**src/rtl/cpu_bus_ctrl_if.sv**
```systemverilog
// cpu_bus_ctrl_if
// Bundles the CPU-side access port, the memory-fabric request port and the
// status outputs of cpu_bus_ctrl.
//   CPU side    : i_bus_clk (strobe), i_bus_we, i_bus_addr, i_bus_data,
//                 o_bus_data, o_bus_data_ready
//   Fabric side : o_mem_req, o_mem_we, o_mem_addr, o_mem_wdata,
//                 i_mem_ack, i_mem_rdata
//   Status      : o_busy, o_timeout_err, o_timeout_cnt
// The slave modport is the controller's view; master is the environment's view.
interface cpu_bus_ctrl_if;
   localparam int unsigned DATA_W = 32;
   localparam int unsigned ADDR_W = 32;
   localparam int unsigned TCNT_W = 8;

   logic              i_bus_clk;
   logic              i_bus_we;
   logic [ADDR_W-1:0] i_bus_addr;
   logic [DATA_W-1:0] i_bus_data;
   logic [DATA_W-1:0] o_bus_data;
   logic              o_bus_data_ready;

   logic              o_mem_req;
   logic              o_mem_we;
   logic [ADDR_W-1:0] o_mem_addr;
   logic [DATA_W-1:0] o_mem_wdata;
   logic              i_mem_ack;
   logic [DATA_W-1:0] i_mem_rdata;

   logic              o_busy;
   logic              o_timeout_err;
   logic [TCNT_W-1:0] o_timeout_cnt;

   modport slave (
      input  i_bus_clk, i_bus_we, i_bus_addr, i_bus_data,
      input  i_mem_ack, i_mem_rdata,
      output o_bus_data, o_bus_data_ready,
      output o_mem_req, o_mem_we, o_mem_addr, o_mem_wdata,
      output o_busy, o_timeout_err, o_timeout_cnt
   );

   modport master (
      output i_bus_clk, i_bus_we, i_bus_addr, i_bus_data,
      output i_mem_ack, i_mem_rdata,
      input  o_bus_data, o_bus_data_ready,
      input  o_mem_req, o_mem_we, o_mem_addr, o_mem_wdata,
      input  o_busy, o_timeout_err, o_timeout_cnt
   );
endinterface

```
**src/rtl/cpu_bus_ctrl.sv**
```systemverilog
// cpu_bus_ctrl
// Bridges single-cycle CPU access strobes onto a request/acknowledge memory
// fabric. One transaction in flight at a time; a transaction that receives no
// acknowledge within TIMEOUT cycles is aborted, returning ERR_DATA on reads
// and recording the event in a sticky flag and a saturating counter.
// Ports:
//   i_clk  - clock, rising edge
//   i_rst  - synchronous active-high reset
//   bus    - cpu_bus_ctrl_if.slave (CPU port, fabric port, status)
// Parameters:
//   TIMEOUT  - cycles allowed in WAIT_ACK before abort (1..65535)
//   ERR_DATA - read data returned on a timed-out read
module cpu_bus_ctrl #(
   parameter int unsigned TIMEOUT  = 255,
   parameter logic [31:0] ERR_DATA = 32'hFFFF_FFFF
) (
   input  logic           i_clk,
   input  logic           i_rst,
   cpu_bus_ctrl_if.slave  bus
);

   localparam int unsigned DATA_W = 32;
   localparam int unsigned ADDR_W = 32;
   localparam int unsigned WCNT_W = 16;
   localparam int unsigned TCNT_W = 8;

   localparam logic [WCNT_W-1:0] WAIT_LAST = WCNT_W'(TIMEOUT - 1);
   localparam logic [TCNT_W-1:0] TCNT_MAX  = '1;

   localparam logic [1:0] IDLE     = 2'd0;
   localparam logic [1:0] WAIT_ACK = 2'd1;
   localparam logic [1:0] DONE     = 2'd2;

   logic [1:0]        state_q,     state_d;
   logic [WCNT_W-1:0] wait_cnt_q,  wait_cnt_d;
   logic              mem_req_q,   mem_req_d;
   logic              mem_we_q,    mem_we_d;
   logic [ADDR_W-1:0] mem_addr_q,  mem_addr_d;
   logic [DATA_W-1:0] mem_wdata_q, mem_wdata_d;
   logic [DATA_W-1:0] bus_data_q,  bus_data_d;
   logic              ready_q,     ready_d;
   logic              busy_q,      busy_d;
   logic              terr_q,      terr_d;
   logic [TCNT_W-1:0] tcnt_q,      tcnt_d;

   // State and output registers
   always_ff @(posedge i_clk) begin
      if (i_rst) begin
         state_q     <= IDLE;
         wait_cnt_q  <= '0;
         mem_req_q   <= 1'b0;
         mem_we_q    <= 1'b0;
         mem_addr_q  <= '0;
         mem_wdata_q <= '0;
         bus_data_q  <= '0;
         ready_q     <= 1'b0;
         busy_q      <= 1'b0;
         terr_q      <= 1'b0;
         tcnt_q      <= '0;
      end else begin
         state_q     <= state_d;
         wait_cnt_q  <= wait_cnt_d;
         mem_req_q   <= mem_req_d;
         mem_we_q    <= mem_we_d;
         mem_addr_q  <= mem_addr_d;
         mem_wdata_q <= mem_wdata_d;
         bus_data_q  <= bus_data_d;
         ready_q     <= ready_d;
         busy_q      <= busy_d;
         terr_q      <= terr_d;
         tcnt_q      <= tcnt_d;
      end
   end

   // Next-state and next-output logic
   always_comb begin
      state_d     = state_q;
      wait_cnt_d  = wait_cnt_q;
      mem_req_d   = mem_req_q;
      mem_we_d    = mem_we_q;
      mem_addr_d  = mem_addr_q;
      mem_wdata_d = mem_wdata_q;
      bus_data_d  = bus_data_q;
      ready_d     = 1'b0;
      terr_d      = terr_q;
      tcnt_d      = tcnt_q;

      case (state_q)
         IDLE: begin
            if (bus.i_bus_clk) begin
               state_d     = WAIT_ACK;
               mem_req_d   = 1'b1;
               mem_we_d    = bus.i_bus_we;
               mem_addr_d  = bus.i_bus_addr;
               mem_wdata_d = bus.i_bus_data;
               wait_cnt_d  = '0;
            end
         end

         WAIT_ACK: begin
            // Cannot wrap: the timeout exit fires at TIMEOUT-1 <= 65534
            wait_cnt_d = wait_cnt_q + WCNT_W'(1);
            // Ack is checked first so it wins over a same-cycle timeout
            if (bus.i_mem_ack) begin
               state_d   = DONE;
               mem_req_d = 1'b0;
               ready_d   = 1'b1;
               if (!mem_we_q) begin
                  bus_data_d = bus.i_mem_rdata;
               end
            end else if (wait_cnt_q == WAIT_LAST) begin
               state_d   = DONE;
               mem_req_d = 1'b0;
               ready_d   = 1'b1;
               terr_d    = 1'b1;
               if (!mem_we_q) begin
                  bus_data_d = ERR_DATA;
               end
               if (tcnt_q != TCNT_MAX) begin
                  tcnt_d = tcnt_q + TCNT_W'(1);
               end
            end
         end

         DONE: begin
            // Ready pulse is already registered for this cycle
            state_d = IDLE;
         end

         default: begin
            state_d   = IDLE;
            mem_req_d = 1'b0;
         end
      endcase

      busy_d = (state_d != IDLE);
   end

   assign bus.o_bus_data       = bus_data_q;
   assign bus.o_bus_data_ready = ready_q;
   assign bus.o_mem_req        = mem_req_q;
   assign bus.o_mem_we         = mem_we_q;
   assign bus.o_mem_addr       = mem_addr_q;
   assign bus.o_mem_wdata      = mem_wdata_q;
   assign bus.o_busy           = busy_q;
   assign bus.o_timeout_err    = terr_q;
   assign bus.o_timeout_cnt    = tcnt_q;

endmodule

```
**src/flat_wrapper.sv**
```systemverilog
// flat-port wrapper written by rule: the top's interface ports become plain ports
module cpu_bus_ctrl_flat 
#(
   parameter int unsigned TIMEOUT  = 255,
   parameter logic [31:0] ERR_DATA = 32'hFFFF_FFFF
)
  (i_clk, i_rst, bus_i_bus_clk, bus_i_bus_we, bus_i_bus_addr, bus_i_bus_data, bus_i_mem_ack, bus_i_mem_rdata, bus_o_bus_data, bus_o_bus_data_ready, bus_o_mem_req, bus_o_mem_we, bus_o_mem_addr, bus_o_mem_wdata, bus_o_busy, bus_o_timeout_err, bus_o_timeout_cnt);
  cpu_bus_ctrl_if bus_i ();
  input  logic i_clk;
  input  logic i_rst;
  input wire logic [$bits(bus_i.i_bus_clk)-1:0] bus_i_bus_clk;
  input wire logic [$bits(bus_i.i_bus_we)-1:0] bus_i_bus_we;
  input wire logic [$bits(bus_i.i_bus_addr)-1:0] bus_i_bus_addr;
  input wire logic [$bits(bus_i.i_bus_data)-1:0] bus_i_bus_data;
  input wire logic [$bits(bus_i.i_mem_ack)-1:0] bus_i_mem_ack;
  input wire logic [$bits(bus_i.i_mem_rdata)-1:0] bus_i_mem_rdata;
  output wire logic [$bits(bus_i.o_bus_data)-1:0] bus_o_bus_data;
  output wire logic [$bits(bus_i.o_bus_data_ready)-1:0] bus_o_bus_data_ready;
  output wire logic [$bits(bus_i.o_mem_req)-1:0] bus_o_mem_req;
  output wire logic [$bits(bus_i.o_mem_we)-1:0] bus_o_mem_we;
  output wire logic [$bits(bus_i.o_mem_addr)-1:0] bus_o_mem_addr;
  output wire logic [$bits(bus_i.o_mem_wdata)-1:0] bus_o_mem_wdata;
  output wire logic [$bits(bus_i.o_busy)-1:0] bus_o_busy;
  output wire logic [$bits(bus_i.o_timeout_err)-1:0] bus_o_timeout_err;
  output wire logic [$bits(bus_i.o_timeout_cnt)-1:0] bus_o_timeout_cnt;
  assign bus_i.i_bus_clk = bus_i_bus_clk;
  assign bus_i.i_bus_we = bus_i_bus_we;
  assign bus_i.i_bus_addr = bus_i_bus_addr;
  assign bus_i.i_bus_data = bus_i_bus_data;
  assign bus_i.i_mem_ack = bus_i_mem_ack;
  assign bus_i.i_mem_rdata = bus_i_mem_rdata;
  assign bus_o_bus_data = bus_i.o_bus_data;
  assign bus_o_bus_data_ready = bus_i.o_bus_data_ready;
  assign bus_o_mem_req = bus_i.o_mem_req;
  assign bus_o_mem_we = bus_i.o_mem_we;
  assign bus_o_mem_addr = bus_i.o_mem_addr;
  assign bus_o_mem_wdata = bus_i.o_mem_wdata;
  assign bus_o_busy = bus_i.o_busy;
  assign bus_o_timeout_err = bus_i.o_timeout_err;
  assign bus_o_timeout_cnt = bus_i.o_timeout_cnt;
  cpu_bus_ctrl #(.TIMEOUT(TIMEOUT), .ERR_DATA(ERR_DATA)) u_core (.i_clk(i_clk), .i_rst(i_rst), .bus(bus_i));
endmodule
```
**config.mk**
```make
export PLATFORM = sky130hd
export DESIGN_NAME = cpu_bus_ctrl_flat
export DESIGN_NICKNAME = d
export VERILOG_FILES = /design/src/rtl/cpu_bus_ctrl_if.sv /design/src/rtl/cpu_bus_ctrl.sv /design/src/flat_wrapper.sv
export SDC_FILE = /design/constraint.sdc
export NUM_CORES = 1
export LEC_CHECK = 0
export CAP_MARGIN = 5
export CORE_UTILIZATION = 40
export CTS_CLUSTER_SIZE = 8
export DETAILED_ROUTE_END_ITERATION = 7
export PLACE_DENSITY_LB_ADDON = 0.3
export SKIP_LAST_GASP = 1
export SLEW_MARGIN = 20
export SYNTH_ARGS = -nofsm -noshare
export SYNTH_HDL_FRONTEND = slang
export SYNTH_SLANG_ARGS = --single-unit
```
**constraint.sdc**
```tcl
create_clock -name i_clk -period 2.4 [get_ports i_clk]
set_input_delay 0.24 -clock i_clk [delete_from_list [all_inputs] [get_ports i_clk]]
set_output_delay 0.24 -clock i_clk [all_outputs]
set_load 0.005 [all_outputs]
```
# Word-level counts from Yosys, hierarchy flattened

Index checks and enable logic that the tools add are counted.

Output and inout bits: 109
Bits of input ports: 101
Flip-flop bits (word level): 127
Logic and storage cells: 50

Reduce and logical (&&, ||, !) cells: 11
Bitwise operators: 4
Muxes and demuxes: 16
Add/subtract/negate cells: 2
Equal/unequal tests: 6

Operators with widths:

| kind                                                 | count |
|---|---|
| 2-to-1 mux 32 bit                                    | 4 |
| case mux 16 bit (2 select lines)                     | 1 |
| adder 16 x 1 -> 16 bit, second input constant        | 1 |
| equality test 16 x 8 -> 1 bit, second input constant | 1 |
| 2-to-1 mux 16 bit                                    | 1 |
| AND reduction 3 bit                                  | 3 |
| adder 8 x 1 -> 8 bit, second input constant          | 1 |
| != test 8 bit, second input constant                 | 1 |
| 2-to-1 mux 2 bit                                     | 3 |
| nonzero test 2 bit                                   | 3 |
| 2-to-1 mux 1 bit                                     | 5 |
| NOT 1 bit                                            | 4 |
| case mux 2 bit (2 select lines)                      | 1 |
| AND reduction 2 bit                                  | 2 |
| AND reduction 4 bit                                  | 1 |
| != test 3 x 2 -> 1 bit, second input constant        | 1 |
| case mux 1 bit (3 select lines)                      | 1 |
| equality test 2 x 1 -> 1 bit, second input constant  | 1 |
| equality test 2 bit, second input constant           | 1 |
| logical NOT 2 bit                                    | 1 |
| != test 2 bit, second input constant                 | 1 |
| OR reduction 2 bit                                   | 1 |

# Longest topological paths before layout

Depth after elaboration: 5
Mapped depth: 7

# Worst setup path after synthesis

Ideal clock, no wire load.

Path type: register to register
Start point: register u_core.wait_cnt_q[15]
End point: register u_core.tcnt_q[0] (netlist: u_core.bus.o_timeout_cnt[0])
Buffers on the path: 1
Cell stages (with the launch flop): 6
Setup slack: 0.375 ns
Setup time: 0.070 ns
Data arrival time: 1.955 ns
Cell sequence: dfxtp_1 > or4_4 > or4_4 > buf_2 > or3_1 > a21oi_1

Cells in the longest elaborated chain, start to end: 2

RTL lines:

| element                       | RTL line            | RTL |
|---|---|---|
| from (decl)                   | cpu_bus_ctrl.sv:35  | `logic [WCNT_W-1:0] wait_cnt_q, wait_cnt_d;` |
| from (signal assigned)        | cpu_bus_ctrl.sv:62  | `wait_cnt_q <= wait_cnt_d;` |
| equality test 16 x 8 -> 1 bit | cpu_bus_ctrl.sv:111 | `end else if (wait_cnt_q == WAIT_LAST) begin` |
| AND reduction 4 bit (no line) | -                   |  |
| to (signal assigned)          | cpu_bus_ctrl.sv:71  | `tcnt_q <= tcnt_d;` |
| to (decl)                     | cpu_bus_ctrl.sv:44  | `logic [TCNT_W-1:0] tcnt_q, tcnt_d;` |

No other way between the ends.
A chain may end at the register's enable or synchronous reset.

# Worst setup path after layout

Start point: register u_core.wait_cnt_q[12]
End point: register u_core.tcnt_q[7] (netlist: u_core.bus.o_timeout_cnt[7])

Same word-level chain as after synthesis.

==> out/results.ini <==
[run_status]
outcome = finished clean

[placement]
hpwl_um = 8950
port-buffer-count = 209
detailedPlace.worstSlack_ns = 0.208
place_congestion = 0.815

[grt]
grt_antenna_before_repair = 0
pin_count_of_the_biggest_net_entering_global_routing = 49
track_usage_pct = 21.4
grt_first_pass_wirelength_um = 21500
globalRouteOverflowTotal = 0
grt_pass1_vias = 4481

[worst_setup_path]
setup.worst_path.start = u_core.wait_cnt_q[12]$_SDFFE_PP0P_
critical_path_class = register to register
timing.critical_path.arrival_ns = 2.55
crit_path_start_kind = register
critPathMaxFanout = 14
timing.critical_path.to_type = register
cp.required_ns = 2.73
ff2ff_setup_slack_ns = 0.19
crit-reg2reg-launch = u_core.wait_cnt_q[12]$_SDFFE_PP0P_

[timing]
maximum_clock_rate_mhz = 452
skew_ns = 0.00547
fin_crit_ns = 2.21
number_of_hold_violations_in_the_final_report = 0
timing.final.max_slew_violations = 0
unrepaired_setup_endpoints_after_global_routing = no
worstMarginPinSlew_ns = 0.609
final.setup.tns_ns = 0
finalCritPeriodShare_pct = 92.2
worst_relative_slew_slack_pct = 59.0
finalWorstSetupSlack_ns = 0.186
finalSetupViolCount = 0

[clock_network]
h-tree-depth = 4
post_cts.repair.setup_buffers = 0
cts-root-buf = sky130_fd_sc_hd__clkbuf_16
cts_tree = built
ctsHoldBuffers = 0
clk_pin_slew_worst_paths_ns = 0.05
total_number_of_clock_tree_sinks = 127
worstSkewPairLatency_ns = 0.41
cts.repair.resized = 0
cts_inserted_buffers = 17
clk_path_buf_depth = 2

[floorplan]
start_util_pct = 41.2
die_y_um = 111
design.die.area_um2 = 12300
rows = 39
floorplan.die.width_um = 111
design.core.area_um2 = 11500
pin_count = 210

[yosys]
synth_top_area_share_pct = 53.8
syn-cell-area_um2 = 4720
yosysWarningCount = 0
synth_fp_nets = 636
yosys.cell_count.top_type = sky130_fd_sc_hd__nand2_1
synth_top_flop_cell = sky130_fd_sc_hd__dfxtp_1
netlist-cell-type-count = 40
ys_seq_elements = 127
asyncSetResetFlopFracSynth_pct = 0
netlist.top_cell.by_area = sky130_fd_sc_hd__dfxtp_1
synth_top_cells_by_count = 144 x sky130_fd_sc_hd__nand2_1, 127 x sky130_fd_sc_hd__dfxtp_1, 80 x sky130_fd_sc_hd__a21oi_1, 32 x sky130_fd_sc_hd__o221a_2, 31 x sky130_fd_sc_hd__clkbuf_1
seq_area_frac_synth_pct = 53.8
ys_top_cells_by_area = sky130_fd_sc_hd__dfxtp_1 54%, sky130_fd_sc_hd__nand2_1 11%, sky130_fd_sc_hd__a21oi_1 8.5%
synth-edff-count = 0
synthesis.instances = 532
synth_area_per_cell_um2 = 8.88

[finish]
area_growth_pct = 59.9
layout_cell_share_with_drive_strength_beyond_1_pct = 11.5
finish.net_count = 837
num_antenna_cells = 0

[drt]
antenna_violating_nets_post_route = 0
routed-via-count = 4628
detailedRoute.firstIterationViolations = 335
route.detailed.wl_per_inst_um = 14.5
drt-total-wl_um = 12900
drc = 0
drt-pass1-iter-count = 4
route.detailed.vias_per_inst = 5.21

[worst_hold_path]
timing.hold.worst.class = input pin to register
start_point_of_the_worst_hold_path = bus_i_bus_addr[19]

[power]
netSwitchingPower_w = 0.00119
pwr-share-clk_pct = 46.1
internal_power_w = 0.00433
p_leak_nw = 2.80
power_density_nw_per_um2 = 730
power.sequential.fraction_pct = 41.4
ir_worst_vdd_uv = 544
power.share.switching_pct = 21.5
comb_power_share_pct = 12.5

[run]
maxCapViolCount = 0

==> critical path, cell delays in order (launching register included) <==
cell                      delay (ns)
sky130_fd_sc_hd__dfxtp_1        0.36
sky130_fd_sc_hd__or4_4          0.51
sky130_fd_sc_hd__or4_4          0.58
sky130_fd_sc_hd__or4_1          0.54
sky130_fd_sc_hd__a21oi_1        0.16
==> metrics by stage <==
| step | utilization (%) | instance area [um^2] | std cells | hold WS, ns | total power (W) |
|---|---|---|---|---|---|
| 2_1_floorplan | - | 4720 | 532 | 0.376 | 0.00257 |
| 3_3_place_gp | 60.7 | 6960 | 857 | 0.441 | 0.00300 |
| 5_1_grt | 65.9 | 7560 | 889 | 0.370 | 0.00574 |
| 3_5_place_dp | 60.7 | 6960 | 857 | 0.446 | 0.00302 |
| 4_1_cts | 65.9 | 7560 | 889 | 0.359 | 0.00558 |
| 6_report | 65.9 | 7560 | 889 | 0.376 | 0.00552 |
==> cell families after synthesis <==
kind of cell,count (synthesis),synth area share [%]
adder cells (fa/ha/maj),3,0.795
buffers and inverters,46,3.79
AND/OR/NAND/NOR,210,19.7
multiplexers,7,1.67
flip-flops,127,53.8
AO/OA/AOI/OAI,139,20.3
==> registers in the layout, indices dropped and copies added (netlist names) <==
register,count
u_core.bus.o_bus_data,32
u_core.bus.o_mem_addr,32
u_core.bus.o_mem_wdata,32
u_core.wait_cnt_q,16
u_core.bus.o_timeout_cnt,8
u_core.state_q,2
u_core.bus.o_bus_data_ready,1
u_core.bus.o_busy,1
u_core.bus.o_mem_req,1
u_core.bus.o_mem_we,1
u_core.bus.o_timeout_err,1
==> worst paths after layout <==
path                                              end  depth (start not counted)
max          u_core.bus.o_timeout_cnt[7]$_SDFFE_PP0P_                          4
min            u_core.bus.o_mem_addr[19]$_SDFFE_PP0P_                          3
max reg2reg  u_core.bus.o_timeout_cnt[7]$_SDFFE_PP0P_                          4
min reg2reg   u_core.bus.o_mem_wdata[24]$_SDFFE_PP0P_                          2
==> layout by cell type, fill, tap and decap left out, types with 3 or more instances in the layout <==
cell and instances:
sky130_fd_sc_hd__a211oi_1 4, sky130_fd_sc_hd__a21oi_1 80, sky130_fd_sc_hd__and3_1 5, sky130_fd_sc_hd__buf_4 10
sky130_fd_sc_hd__clkbuf_1 4, sky130_fd_sc_hd__clkbuf_16 17, sky130_fd_sc_hd__clkbuf_8 6, sky130_fd_sc_hd__clkdlybuf4s50_1 208
sky130_fd_sc_hd__clkinv_2 3, sky130_fd_sc_hd__dfxtp_1 127, sky130_fd_sc_hd__ha_1 3, sky130_fd_sc_hd__inv_1 7
sky130_fd_sc_hd__mux2_2 7, sky130_fd_sc_hd__nand2_1 144, sky130_fd_sc_hd__nand3_1 5, sky130_fd_sc_hd__nand4_1 6
sky130_fd_sc_hd__nor2_1 20, sky130_fd_sc_hd__nor3_1 5, sky130_fd_sc_hd__o211ai_1 3, sky130_fd_sc_hd__o21ai_0 6
sky130_fd_sc_hd__o221a_2 32, sky130_fd_sc_hd__o31ai_1 4, sky130_fd_sc_hd__or3_1 5, sky130_fd_sc_hd__or4_1 4
==> layout make-up <==
class | instances | area [um^2]
sequential | 127 | 2540
multi-input combinational | 359 | 2010
tap | 143 | 179
fill | 909 | 3910
clock buffer | 27 | 523
clock inverter | 5 | 75.1
timing repair buffer | 221 | 2200
inverter | 7 | 26.3
==> routing by layer <==
layer  part of all wire [%]  GRT usage (%)  vias to the layer above
li1                       -              -                     2282
met1                     42           25.6                     2128
met2                     47           33.7                      204
met3                     10           8.91                       14
met4                    1.2           9.51                        0
met5                      0              0                        -
==> power by group through the flow <==
| stage | Clock (W) | Sequential, W | Combinational (W) |
|---|---|---|---|
| final | 0.00254 | 0.00229 | 0.000689 |
| after global placement | 0 | 0.00232 | 0.000680 |
| after floorplan | 0 | 0.00233 | 0.000239 |
| after CTS | 0.00260 | 0.00229 | 0.000696 |
| after global routing | 0.00269 | 0.00230 | 0.000749 |
| after detailed placement | 0 | 0.00233 | 0.000690 |
(Power assumes the default switching activity.)
